## src/rtl/mcash_wbuf_pkg.sv

```systemverilog
// mcash_wbuf_pkg: shared entry-state encoding and channel-id width for the write buffer
package mcash_wbuf_pkg;
    localparam int CH_W = 2;
    localparam logic [1:0] ST_FREE    = 2'b00;
    localparam logic [1:0] ST_FILLED  = 2'b01;
    localparam logic [1:0] ST_PENDING = 2'b10;
endpackage

```

## src/rtl/wbuf_alloc_pick.sv

```systemverilog
// wbuf_alloc_pick: priority picker returning the lowest-index free entry
module wbuf_alloc_pick #(
    parameter int ENTRIES = 8
) (
    input  logic [ENTRIES-1:0]         free,
    output logic                       found,
    output logic [$clog2(ENTRIES)-1:0] index
);
    localparam int AW = $clog2(ENTRIES);
    assign found = |free;
    // scan downwards so the last hit written is the lowest free index
    always_comb begin
        index = '0;
        for (int i = ENTRIES - 1; i >= 0; i--)
            if (free[i]) index = AW'(i);
    end
endmodule

```

## src/rtl/bank_write_buffer.sv

```systemverilog
// bank_write_buffer: write-data staging buffer between xbar and SRAM controller with 1-cycle return
module bank_write_buffer
    import mcash_wbuf_pkg::*;
#(
    parameter int ENTRIES = 8,
    parameter int DW      = 128,
    parameter int IDW     = 8
) (
    input  logic                       clk_i,
    input  logic                       rst_n_i,
    input  logic                       xbar_wbuf_valid_i,
    output logic                       xbar_wbuf_ready_o,
    input  logic [CH_W-1:0]            xbar_wbuf_channel_id_i,
    input  logic [DW-1:0]              xbar_wbuf_data_i,
    output logic [IDW-1:0]             xbar_wbuf_wbuffer_id_o,
    input  logic                       rc_wbuf_req_valid_i,
    output logic                       rc_wbuf_req_ready_o,
    input  logic [CH_W-1:0]            rc_wbuf_req_channel_id_i,
    input  logic [IDW-1:0]             rc_wbuf_req_wbuffer_id_i,
    output logic                       rc_wbuf_rtn_valid_o,
    input  logic                       rc_wbuf_rtn_ready_i,
    output logic [DW-1:0]              rc_wbuf_rtn_data_o,
    output logic [$clog2(ENTRIES):0]   wbuf_count_o,
    output logic                       wbuf_err_o
);
    localparam int AW = $clog2(ENTRIES);
    localparam int CW = AW + 1;

    logic [1:0]        state [ENTRIES];
    logic [CH_W-1:0]   chan  [ENTRIES];
    logic [DW-1:0]     data  [ENTRIES];
    logic [ENTRIES-1:0] free_vec;
    logic              found;
    logic [AW-1:0]     alloc_idx;
    logic [AW-1:0]     req_slot;
    logic [AW-1:0]     pend_ptr;
    logic              pend_legal;
    logic              in_range, hit_filled, chan_ok, req_legal, req_illegal;
    logic              rtn_free, xbar_hs, req_hs, rtn_hs, frees_entry;

    // free map from registered state only, so a just-freed entry waits a cycle
    always_comb begin
        free_vec = '0;
        for (int i = 0; i < ENTRIES; i++) free_vec[i] = (state[i] == ST_FREE);
    end

    wbuf_alloc_pick #(.ENTRIES(ENTRIES)) u_pick (
        .free  (free_vec),
        .found (found),
        .index (alloc_idx)
    );

    assign xbar_wbuf_ready_o      = found;
    assign xbar_wbuf_wbuffer_id_o = IDW'(alloc_idx);
    assign xbar_hs                = xbar_wbuf_valid_i && found;

    assign req_slot    = rc_wbuf_req_wbuffer_id_i[AW-1:0];
    assign in_range    = 32'(rc_wbuf_req_wbuffer_id_i) < ENTRIES;
    assign hit_filled  = state[req_slot] == ST_FILLED;
    assign chan_ok     = chan[req_slot] == rc_wbuf_req_channel_id_i;
    assign req_legal   = in_range && hit_filled && chan_ok;
    assign req_illegal = !in_range || (hit_filled && !chan_ok);
    assign rtn_free    = !rc_wbuf_rtn_valid_o || rc_wbuf_rtn_ready_i;
    assign rc_wbuf_req_ready_o = rtn_free && (req_legal || req_illegal);
    assign req_hs      = rc_wbuf_req_valid_i && rc_wbuf_req_ready_o;
    assign rtn_hs      = rc_wbuf_rtn_valid_o && rc_wbuf_rtn_ready_i;
    assign frees_entry = rtn_hs && pend_legal;

    // entry lifecycle: the three transitions always target distinct entries
    always_ff @(posedge clk_i or negedge rst_n_i) begin
        if (!rst_n_i) begin
            for (int i = 0; i < ENTRIES; i++) state[i] <= ST_FREE;
        end else begin
            for (int i = 0; i < ENTRIES; i++) begin
                if (frees_entry && pend_ptr == AW'(i)) state[i] <= ST_FREE;
                if (req_hs && req_legal && req_slot == AW'(i)) state[i] <= ST_PENDING;
                if (xbar_hs && alloc_idx == AW'(i)) state[i] <= ST_FILLED;
            end
        end
    end

    // payload storage carries no reset; state alone decides validity
    always_ff @(posedge clk_i) begin
        if (xbar_hs) begin
            data[alloc_idx] <= xbar_wbuf_data_i;
            chan[alloc_idx] <= xbar_wbuf_channel_id_i;
        end
    end

    // return register, pending pointer, occupancy and sticky error
    always_ff @(posedge clk_i or negedge rst_n_i) begin
        if (!rst_n_i) begin
            rc_wbuf_rtn_valid_o <= 1'b0;
            rc_wbuf_rtn_data_o  <= '0;
            pend_ptr            <= '0;
            pend_legal          <= 1'b0;
            wbuf_count_o        <= '0;
            wbuf_err_o          <= 1'b0;
        end else begin
            if (req_hs) begin
                rc_wbuf_rtn_valid_o <= 1'b1;
                rc_wbuf_rtn_data_o  <= req_legal ? data[req_slot] : '0;
                pend_ptr            <= req_slot;
                pend_legal          <= req_legal;
            end else if (rtn_hs) begin
                rc_wbuf_rtn_valid_o <= 1'b0;
            end
            if (req_hs && req_illegal) wbuf_err_o <= 1'b1;
            wbuf_count_o <= wbuf_count_o + CW'(xbar_hs) - CW'(frees_entry);
        end
    end
endmodule

```

## config.mk

```make
export PLATFORM = sky130hd
export DESIGN_NAME = bank_write_buffer
export DESIGN_NICKNAME = d
export VERILOG_FILES = /design/src/rtl/mcash_wbuf_pkg.sv /design/src/rtl/wbuf_alloc_pick.sv /design/src/rtl/bank_write_buffer.sv
export SDC_FILE = /design/constraint.sdc
export NUM_CORES = 1
export LEC_CHECK = 0
export BUFFER_PORTS_ARGS = -buffer_cell sky130_fd_sc_hd__buf_2
export CAP_MARGIN = 40
export CORE_UTILIZATION = 60
export CTS_BUF_LIST = sky130_fd_sc_hd__clkbuf_8
export DETAILED_ROUTE_END_ITERATION = 6
export PLACE_DENSITY = 0.76
export SYNTH_ARGS = -nofsm -noshare
export SYNTH_HDL_FRONTEND = slang
export SYNTH_HIERARCHICAL = 1
export SYNTH_SLANG_ARGS = --single-unit
```

## constraint.sdc

```tcl
create_clock -name clk_i -period 20.7 [get_ports clk_i]
set_input_delay 1.035 -clock clk_i [delete_from_list [all_inputs] [get_ports clk_i]]
set_output_delay 1.035 -clock clk_i [all_outputs]
set_load 0.05 [all_outputs]
```

==> results list, run 1 <==
- In this run the post-CTS setup repair buffer count came out at 0.
- Final period utilization: 0.236
- Psw: 1.86 mW
- Transition at the pin with the smallest max-transition slack: approximately 0.95 ns
* Detailed router's first-iteration violation count: 2212
* Post-CTS resize count: 0
- P_int: 4.71 mW
- The HPWL after detailed placement is 53.0 mm.
* Layout Area Growth over Synthesis: 14.7%
* Max Clock Skew: 0.0429 ns
- Clock sink count: 1194
* Power density relative to cell area: 128 nW/µm²
* Worst Path Max Fanout: 91
- Top cell family by delay on the critical path: buffers and inverters
- Cell Chain, Critical Path: buf_8 > buf_4 > mux2i_1 > a2bb2oi_1 > o221ai_2 > mux2_2 > nand3_4 > buf_4 > buf_4 > o21ai_0
- The synthesized netlist occupies a cell area of 44900 µm².
- The die covers around 76000 µm².
- Clock latency reported for the late side of the worst-skew pair: 0.82 ns
- Yosys reg bits: ~1200
* Sequential share of power: 0.534
- For this run, the slowest stage of the critical path takes 0.83 ns.
- In the layout the commonest cells are edfxtp_1, buf_2, mux4_2.
- Headroom to the max-slew limit came out at 0.369.
- Clock-pin slew reported for the worst setup and hold paths after clock tree synthesis: 0.06 ns
* Fmax: 0.204 GHz
* Number of library cell types mapped by synthesis: 49
* Syn. warnings: 6
* WP data arrival: 5.55 ns
- Required time worst endpoint: ~21 ns
* Fraction of power spent switching nets: 0.283
- The initial antenna violation count came to 27.
* Number of routed nets with antenna violations: 0
- The initial utilization of the core area, before any placement, comes to 0.611.
- The layout has 4421 filler cells.
* Leakage component of the power: 18.6 nW
- Total number of nets in the final design: 2677
* Total grt overflow: 0
* Global Route Usage Sum: 0.258
- The path class of the tightest hold or removal check is primary input to asynchronous set/reset pin.
* Number of hold-slack violations in the final timing report: 0
- The run finished, with violations left.
- Setup Viol. Count Final: 0
- Violations in the final reports: design-rule violations
- Crit path top cell by count: buf_4
* Share of cells above drive strength 1: 0.318
- The max-slew violation count came to 0.
- The worst setup path is launched from a primary input.
* Final period demand of the worst path: 4.89 ns
* Buffer levels on the longest clock path: 3
- For this run, the share of the core covered by cells in the final layout is 0.701.
- Sequential cell area fraction in the yosys report: 0.782
- Die Span Y: about 280 µm
- Max-cap violations in this run came to 0.
- The clock tree synthesis step divided the H-tree into 4 levels.
- VDD sags by at most around 0.00012 V.
- During placement, the flow inserted port buffers numbering about 280.
- Number of standard cells after synthesis: 2112
- Portion of total power attributed to combinational logic: 0.190
- Buf/Inv on CP: 4
- EDFF count, synth: 1040
- Count of boundary I/O pins: 289
- Final weighted congestion in routability-driven placement: 0.779
- Commonest non-fill, non-tap cell in the layout: edfxtp_1
- Crit path max-delay cell type: buf_4
- Maximum number of pins on one net before global-route repair: 112
* RSZ-0062 raised after global routing: false
- The floorplan has 99 rows.
* Length of the first detailed-routing pass in iterations: 7
- Total of hold buffers inserted after clock tree synthesis: 0
- DRC Markers: 2
- Dividing the detail-routed wire length by the instance count gives 26.1 µm.
- Post-layout instance count excluding filler cells: ~3700
* Clock buffers created by TritonCTS: 180
* Number of global-route vias before repair: between 20000 and 25000
- Dominant synthesized flop cell: edfxtp_1
- Setup tns final: 0 ns
* Final routed wirelength across all metal layers: around 95 mm
- The cell sitting at the root of the clock tree is a clkbuf_8.
- Horizontal extent of the die: 275 µm
- CP Capture Type: flop
* Share of flip-flops with an asynchronous set or reset after synthesis: 0.129
* Average vias per placed instance: 6.04
- The share of total power dissipated in the clock network is 0.277.
* Wire length of the first global-routing pass: approximately 140 mm
* Type of the setup path with the least slack: primary input to flop
- CTS tree: built
* # placed instances: 3304
* Core Box Area: 73500 µm²
- A synthesized cell averages about 21 µm².
- The routed layout has approximately 22000 vias.
## synth_stat cells, drive strengths merged (2+ instances only)
| library cell | instances | share of area |
|---|---|---|
| nand3b | 6 | 0.0010 |
| and3 | 2 | 0.00028 |
| a2bb2oi | 3 | 0.00059 |
| nor2b | 5 | 0.00070 |
| o31ai | 3 | 0.00050 |
| and3b | 4 | 0.00078 |
| a21oi | 18 | 0.0020 |
| a21o | 4 | 0.00067 |
| nor3 | 4 | 0.00045 |
| nor2 | 24 | 0.0020 |
| nor4 | 3 | 0.00056 |
| ha | 4 | 0.0011 |
| buf | 67 | 0.0083 |
| dfrtp | 154 | 0.086 |
| inv | 9 | 0.00075 |
| edfxtp | 1040 | 0.70 |
| mux2 | 5 | 0.0013 |
| mux4 | 258 | 0.13 |
| clkbuf | 44 | 0.0037 |
| nand2 | 146 | 0.012 |
| o21a | 2 | 0.00033 |
| mux2i | 134 | 0.030 |
| o211ai | 2 | 0.00056 |
| nand2b | 12 | 0.0017 |
| or2 | 3 | 0.00042 |
| xnor2 | 3 | 0.00059 |
| nand3 | 7 | 0.00078 |
| o21ai | 131 | 0.015 |
## state kept, by name (all words and copies together), names as in the netlist, 3 cells and up
| name | cells |
|---|---|
| chan | 16 |
| wbuf_count_o | 4 |
| data | 1024 |
| rc_wbuf_rtn_data_o | 128 |
| state | 16 |
| pend_ptr | 3 |
## metal layers
| metal | GRT usage | vias to the layer above | wire length, µm |
|---|---|---|---|
| met3 | 0.0739 | 148 | 8390 |
| met2 | 0.413 | 855 | 47800 |
| met5 | 0 | - | 150 |
| li1 | - | 9471 | - |
| met4 | 0.0804 | 24 | 1780 |
| met1 | 0.347 | 11600 | 37300 |
## through the flow
| step | power, mW | hold slack, ns | worst slack (ns) | cell area, µm² |
|---|---|---|---|---|
| after detailed placement | 4.82 | 0.466 | 14.97 | 47900 |
| after global routing | 6.82 | 0.159 | 15.62 | 51400 |
| final | 6.57 | 0.170 | 15.81 | 51500 |
| after floorplan | 4.40 | 0.439 | 8.29 | 44900 |
| after global placement | 4.68 | 0.452 | 15.09 | 47400 |
| after CTS | 6.63 | 0.147 | 15.85 | 51400 |
## final cells by class
type	instances	area (µm²)	share of cell area
clock inverter	128	618	0.0120
inverter	9	38.8	0.000754
tap	959	1200	0.0233
sequential	1194	35100	0.682
clock buffer	209	2880	0.0559
timing repair buffer	340	2300	0.0447
antenna	21	52.6	0.00102
multi-input combinational	802	9300	0.181
## power by group through the flow
stage / clock [mW] / sequential, mW / combinational (mW)
5_1_grt: 1.95 / 3.55 / 1.33
2_1_floorplan: 0 / 3.70 / 0.701
4_1_cts: 1.85 / 3.51 / 1.27
3_3_place_gp: 0 / 3.51 / 1.17
6_report: 1.82 / 3.50 / 1.25
3_5_place_dp: 0 / 3.55 / 1.27
## final timing paths
kind / from / end / slack (ns) / cells after the start
min in group clk_i: rc_wbuf_rtn_data_o[10]$_DFFE_PN0N_ / rc_wbuf_rtn_data_o[10]$_DFFE_PN0N_ / 0.47 / 2
hold reg to reg: rc_wbuf_rtn_data_o[10]$_DFFE_PN0N_ / rc_wbuf_rtn_data_o[10]$_DFFE_PN0N_ / 0.47 / 2
hold / removal: rst_n_i / rc_wbuf_rtn_data_o[10]$_DFFE_PN0N_ / 0.17 / 1
setup reg to reg: state[6]$_DFFE_PN0P_ / data[1][30]$_DFFE_PP_ / 17.09 / 11
max in group asynchronous: rst_n_i / rc_wbuf_rtn_data_o[75]$_DFFE_PN0N_ / 18.98 / 5
setup / recovery: rc_wbuf_req_wbuffer_id_i[1] / rc_wbuf_rtn_data_o[25]$_DFFE_PN0N_ / 15.81 / 10
## cell families (layout without fill, tap and decap cells)
| group | Yosys count | after routing | share of synthesized area |
|---|---|---|---|
| adder cells (fa/ha/maj) | 5 | 5 | 0.00156 |
| buffers and inverters | 120 | 686 | 0.0127 |
| flip-flops | 1194 | 1194 | 0.782 |
| AO/OA/AOI/OAI | 170 | 170 | 0.0206 |
| multiplexers | 397 | 397 | 0.161 |
| other | 1 | 26 | 0.0000836 |
| XOR/XNOR | 4 | 4 | 0.000781 |
| AND/OR/NAND/NOR | 221 | 221 | 0.0217 |
## worst reg2reg max path: cells and delay by family (launching register included)
| family | cells | cell delay (ns) |
|---|---|---|
| AOI/OAI and AO/OA | 2 | 0.27 |
| buffers and inverters | 5 | 1.54 |
| and+or+nand+nor | 4 | 0.99 |
| DFF | 1 | 0.39 |
(Power assumes the default switching activity.)
==> run 2, diff against run 1 <==
--- a/config.mk
+++ b/config.mk
@@ -7,7 +7,7 @@
 export LEC_CHECK = 0
 export BUFFER_PORTS_ARGS = -buffer_cell sky130_fd_sc_hd__buf_2
 export CAP_MARGIN = 40
-export CORE_UTILIZATION = 60
+export CORE_UTILIZATION = 57
 export CTS_BUF_LIST = sky130_fd_sc_hd__clkbuf_8
 export DETAILED_ROUTE_END_ITERATION = 6
 export PLACE_DENSITY = 0.76
==> constraint.sdc (replaced) <==
create_clock -name clk_i -period 4.3 [get_ports clk_i]
set_input_delay 0.215 -clock clk_i [delete_from_list [all_inputs] [get_ports clk_i]]
set_output_delay 0.215 -clock clk_i [all_outputs]
set_load 0.05 [all_outputs]
==> results list, run 2 (same netlist as run 1, synthesis figures left out) <==
- Area of the multi-input gates: 9340 µm² (was 9300 µm²)
* Horizontal extent of the die: 283 µm (was 275 µm)
* Clock-pin slew reported for the worst setup and hold paths after clock tree synthesis: 0.07 ns (was 0.06 ns)
- The overall die area came to 79800 µm² (was 75900 µm²).
- Reg2Reg Capture Point: state[9]$_DFFE_PN0P_ (was data[1][30]$_DFFE_PP_)
- WP data arrival: 3.94 ns (was 5.55 ns)
- Regs by FF count: data (1024), rc_wbuf_rtn_data_o (128) (unchanged)
- The layout net count was 2807 (was 2677).
- The internal reg-to-reg setup slack is 1.04 ns (was 17.09 ns).
* Required time worst endpoint: 4.98 ns (was 21.36 ns)
* Origin of the critical flop-to-flop path: state[4]$_DFFE_PN0P_ (was state[6]$_DFFE_PN0P_)
- Crit path launch: state[4]$_DFFE_PN0P_ (was rc_wbuf_req_wbuffer_id_i[1])
* Detailed router's first-iteration violation count: 2053 (was 2212)
- Cell Chain, Critical Path: nor2_1 > a21oi_1 > o41ai_2 > nand2b_1 > nor2_4 > buf_12 > nand3b_1 > o31ai_1 > dlygate4sd3_1 (was buf_8 > buf_4 > mux2i_1 > a2bb2oi_1 > o221ai_2 > mux2_2 > nand3_4 > buf_4 > buf_4 > o21ai_0).
- Total grt overflow: 0 (unchanged)
- Commonest non-fill, non-tap cell in the layout: edfxtp_1 (unchanged)
* IR drop worst, VDD: 0.000879 V (was 0.000123 V)
- The kind of capture point of the worst setup path is a flop (unchanged).
* Core Box Area: 77700 µm² (was 73500 µm²)
- Most used cells in the layout excluding fill and tap cells: edfxtp_1, buf_2, mux4_2 (unchanged)
* Setup tns final: 0 ns (unchanged)
- The first-pass GRT wire length is 143 mm (was 142 mm).
* Number of stages on the worst hold path: 3
- The number of global-route vias before repair is 23900 (was 23300).
* Power density relative to cell area: 604 nW/µm² (was 128 nW/µm²)
- Maximum number of pins on one net before global-route repair: 139 (was 112)
- Critical path launch point type: flop (was primary input)
* DRC Markers: 0 (was 2)
* Clock latency reported for the late side of the worst-skew pair: 0.84 ns (was 0.82 ns)
- Longest individual stage delay on the worst path: 0.59 ns (was 0.83 ns)
- The number of input and output port buffers inserted is 283 (unchanged).
* Total of max-cap violations: 0 (unchanged)
- Length of the first detailed-routing pass in iterations: 6 (was 7)
- Setup Viol. Count Final: 0 (unchanged)
* Hold path start: rc_wbuf_req_wbuffer_id_i[2]
- Clock sink count: 1194 (unchanged)
- The max-slew violation count is 0 (unchanged).
- Worst Path Max Fanout: 86 (was 91)
- Outcome: complete, no violations (was complete, but fails checks)
- Capture endpoint of the worst hold path: rc_wbuf_rtn_data_o[95]$_DFFE_PN0N_
* Total of fill cells in the finished design: 4946 (was 4421)
- RSZ-0062 raised after global routing: false (unchanged)
- The number of hold violations in the final report was 0 (unchanged).
- The max-slew headroom at the worst pin was 0.304 (was 0.369).
* Final period demand of the worst path: 3.26 ns
- The actual slew at the worst max-slew pin is 1.04 ns (was 0.946 ns).
- The number of buffers inserted during clock tree synthesis came to 181 (was 180).
* Final routed wirelength across all metal layers: 95.5 mm (was 95.4 mm)
- Std-Cell Rows: 102 (was 99)
- The number of cell instances on the worst register-to-register path was 9 (was 11).
* Post-layout total power: 32.0 mW (was 6.57 mW)
- Depth of the CTS H-tree: 4 (unchanged)
* Post-CTS resize count: 0 (unchanged)
* DP Wirelength: 50.8 mm (was 53.0 mm)
- The area growth from synthesis to final layout is 18.1% (was 14.7%).
* Root buf cell: clkbuf_8 (unchanged)
* Type of the setup path with the least slack: flop to flop (was primary input to flop)
* Fmax: 0.306 GHz
- The total track usage is 0.246 (was 0.258).
* Leakage component of the power: 19.1 nW (was 18.6 nW)
* Post-layout instance count excluding filler cells: 3867 (was 3662)
- Post-CTS setup buffer count: 0 (unchanged)
- The number of buffers between clock root and the deepest sink came to 3 (unchanged).
* Count of boundary I/O pins: 289 (unchanged)
- The initial core utilization is 0.577 (was 0.611).
* Share of cells above drive strength 1: 0.309 (was 0.318)
- # placed instances: 3372 (was 3304)
* Flip-flop count of the largest register, all copies and words added: 1024 (unchanged)
- Average vias per placed instance: 5.85 (was 6.04)
- Number of routed nets with antenna violations: 0 (unchanged)
- Path category of the worst min-delay check: primary input to flop (was primary input to asynchronous set/reset pin)
- Register name with the most flops: data (unchanged)
* Die Span Y: 283 µm (was 275 µm)
- Vias: 22600 (was 22100)
* Final weighted congestion in routability-driven placement: 0.770 (was 0.779)
* Sequential cell area: 35100 µm² (unchanged)
- The routed wirelength normalized by instance count is 24.7 µm (was 26.1 µm).
* Final period utilization: 0.759
- The clock tree from TritonCTS is built (unchanged).
* Max Clock Skew: 0.0469 ns (was 0.0429 ns)
- Crit path max-delay cell type: dlygate4sd3_1 (was buf_4)
- The initial antenna violation count was 12 (was 27).
## run 2: per-stage QoR
stage                     cell area, µm²  hold WS [ns]  setup WS, ns   util
final                              53000         0.126          1.04  0.682
after global routing               53000        0.0985         0.845  0.681
after CTS                          52900        0.0366          1.06  0.681
after detailed placement           47900         0.336          1.18  0.616
after global placement             47700         0.329          1.03  0.614
after floorplan                    44900       -0.0806         -7.07      -
## run 2: layout make-up
type	count	area share
timing repair buffer	469	0.0666
tap	1040	0.0246
antenna	10	0.000472
clock buffer	212	0.0551
sequential	1194	0.662
multi-input combinational	802	0.176
clock inverter	131	0.0138
inverter	9	0.000732
## run 2: worst max-delay path by stage
| stage | endpoint | slack, ns | cells past startpoint |
|---|---|---|---|
| after floorplan | state[11]$_DFFE_PN0P_ | -7.07 | 7 |
| after global placement | rc_wbuf_rtn_data_o[4]$_DFFE_PN0N_ | 1.03 | 8 |
| after detailed placement | data[7][107]$_DFFE_PP_ | 1.18 | 7 |
| after CTS | state[9]$_DFFE_PN0P_ | 1.06 | 9 |
| after global routing | state[9]$_DFFE_PN0P_ | 0.85 | 9 |
| final | state[9]$_DFFE_PN0P_ | 1.04 | 9 |
## run 2: report_power, final
group	internal, mW	switching, mW
logic	1.92	4.13
clock network	4.74	4.33
registers	16.2	0.643
total	22.9	9.10
## run 2: per-layer routing
metal  share of wire  vias to the layer above  global-route usage
met1            0.41                    11900               0.337
met5         0.00062                        -                   0
li1                -                     9714                   -
met4           0.019                       10              0.0789
met3           0.072                      163              0.0527
met2            0.50                      838               0.400
## run 2: worst max-delay path, delay by kind of cell (launching register included)
kind | cells | cell delay, ns
buf+inv | 2 | 1.11
simple gates | 4 | 0.88
flops | 1 | 0.39
compound gates | 3 | 0.72
## run 2: what timing repair did
action                     in CTS  in global routing
hold endpoints to repair     1138                  0
hold buffers                  142                  0
setup endpoints to repair       0                  0
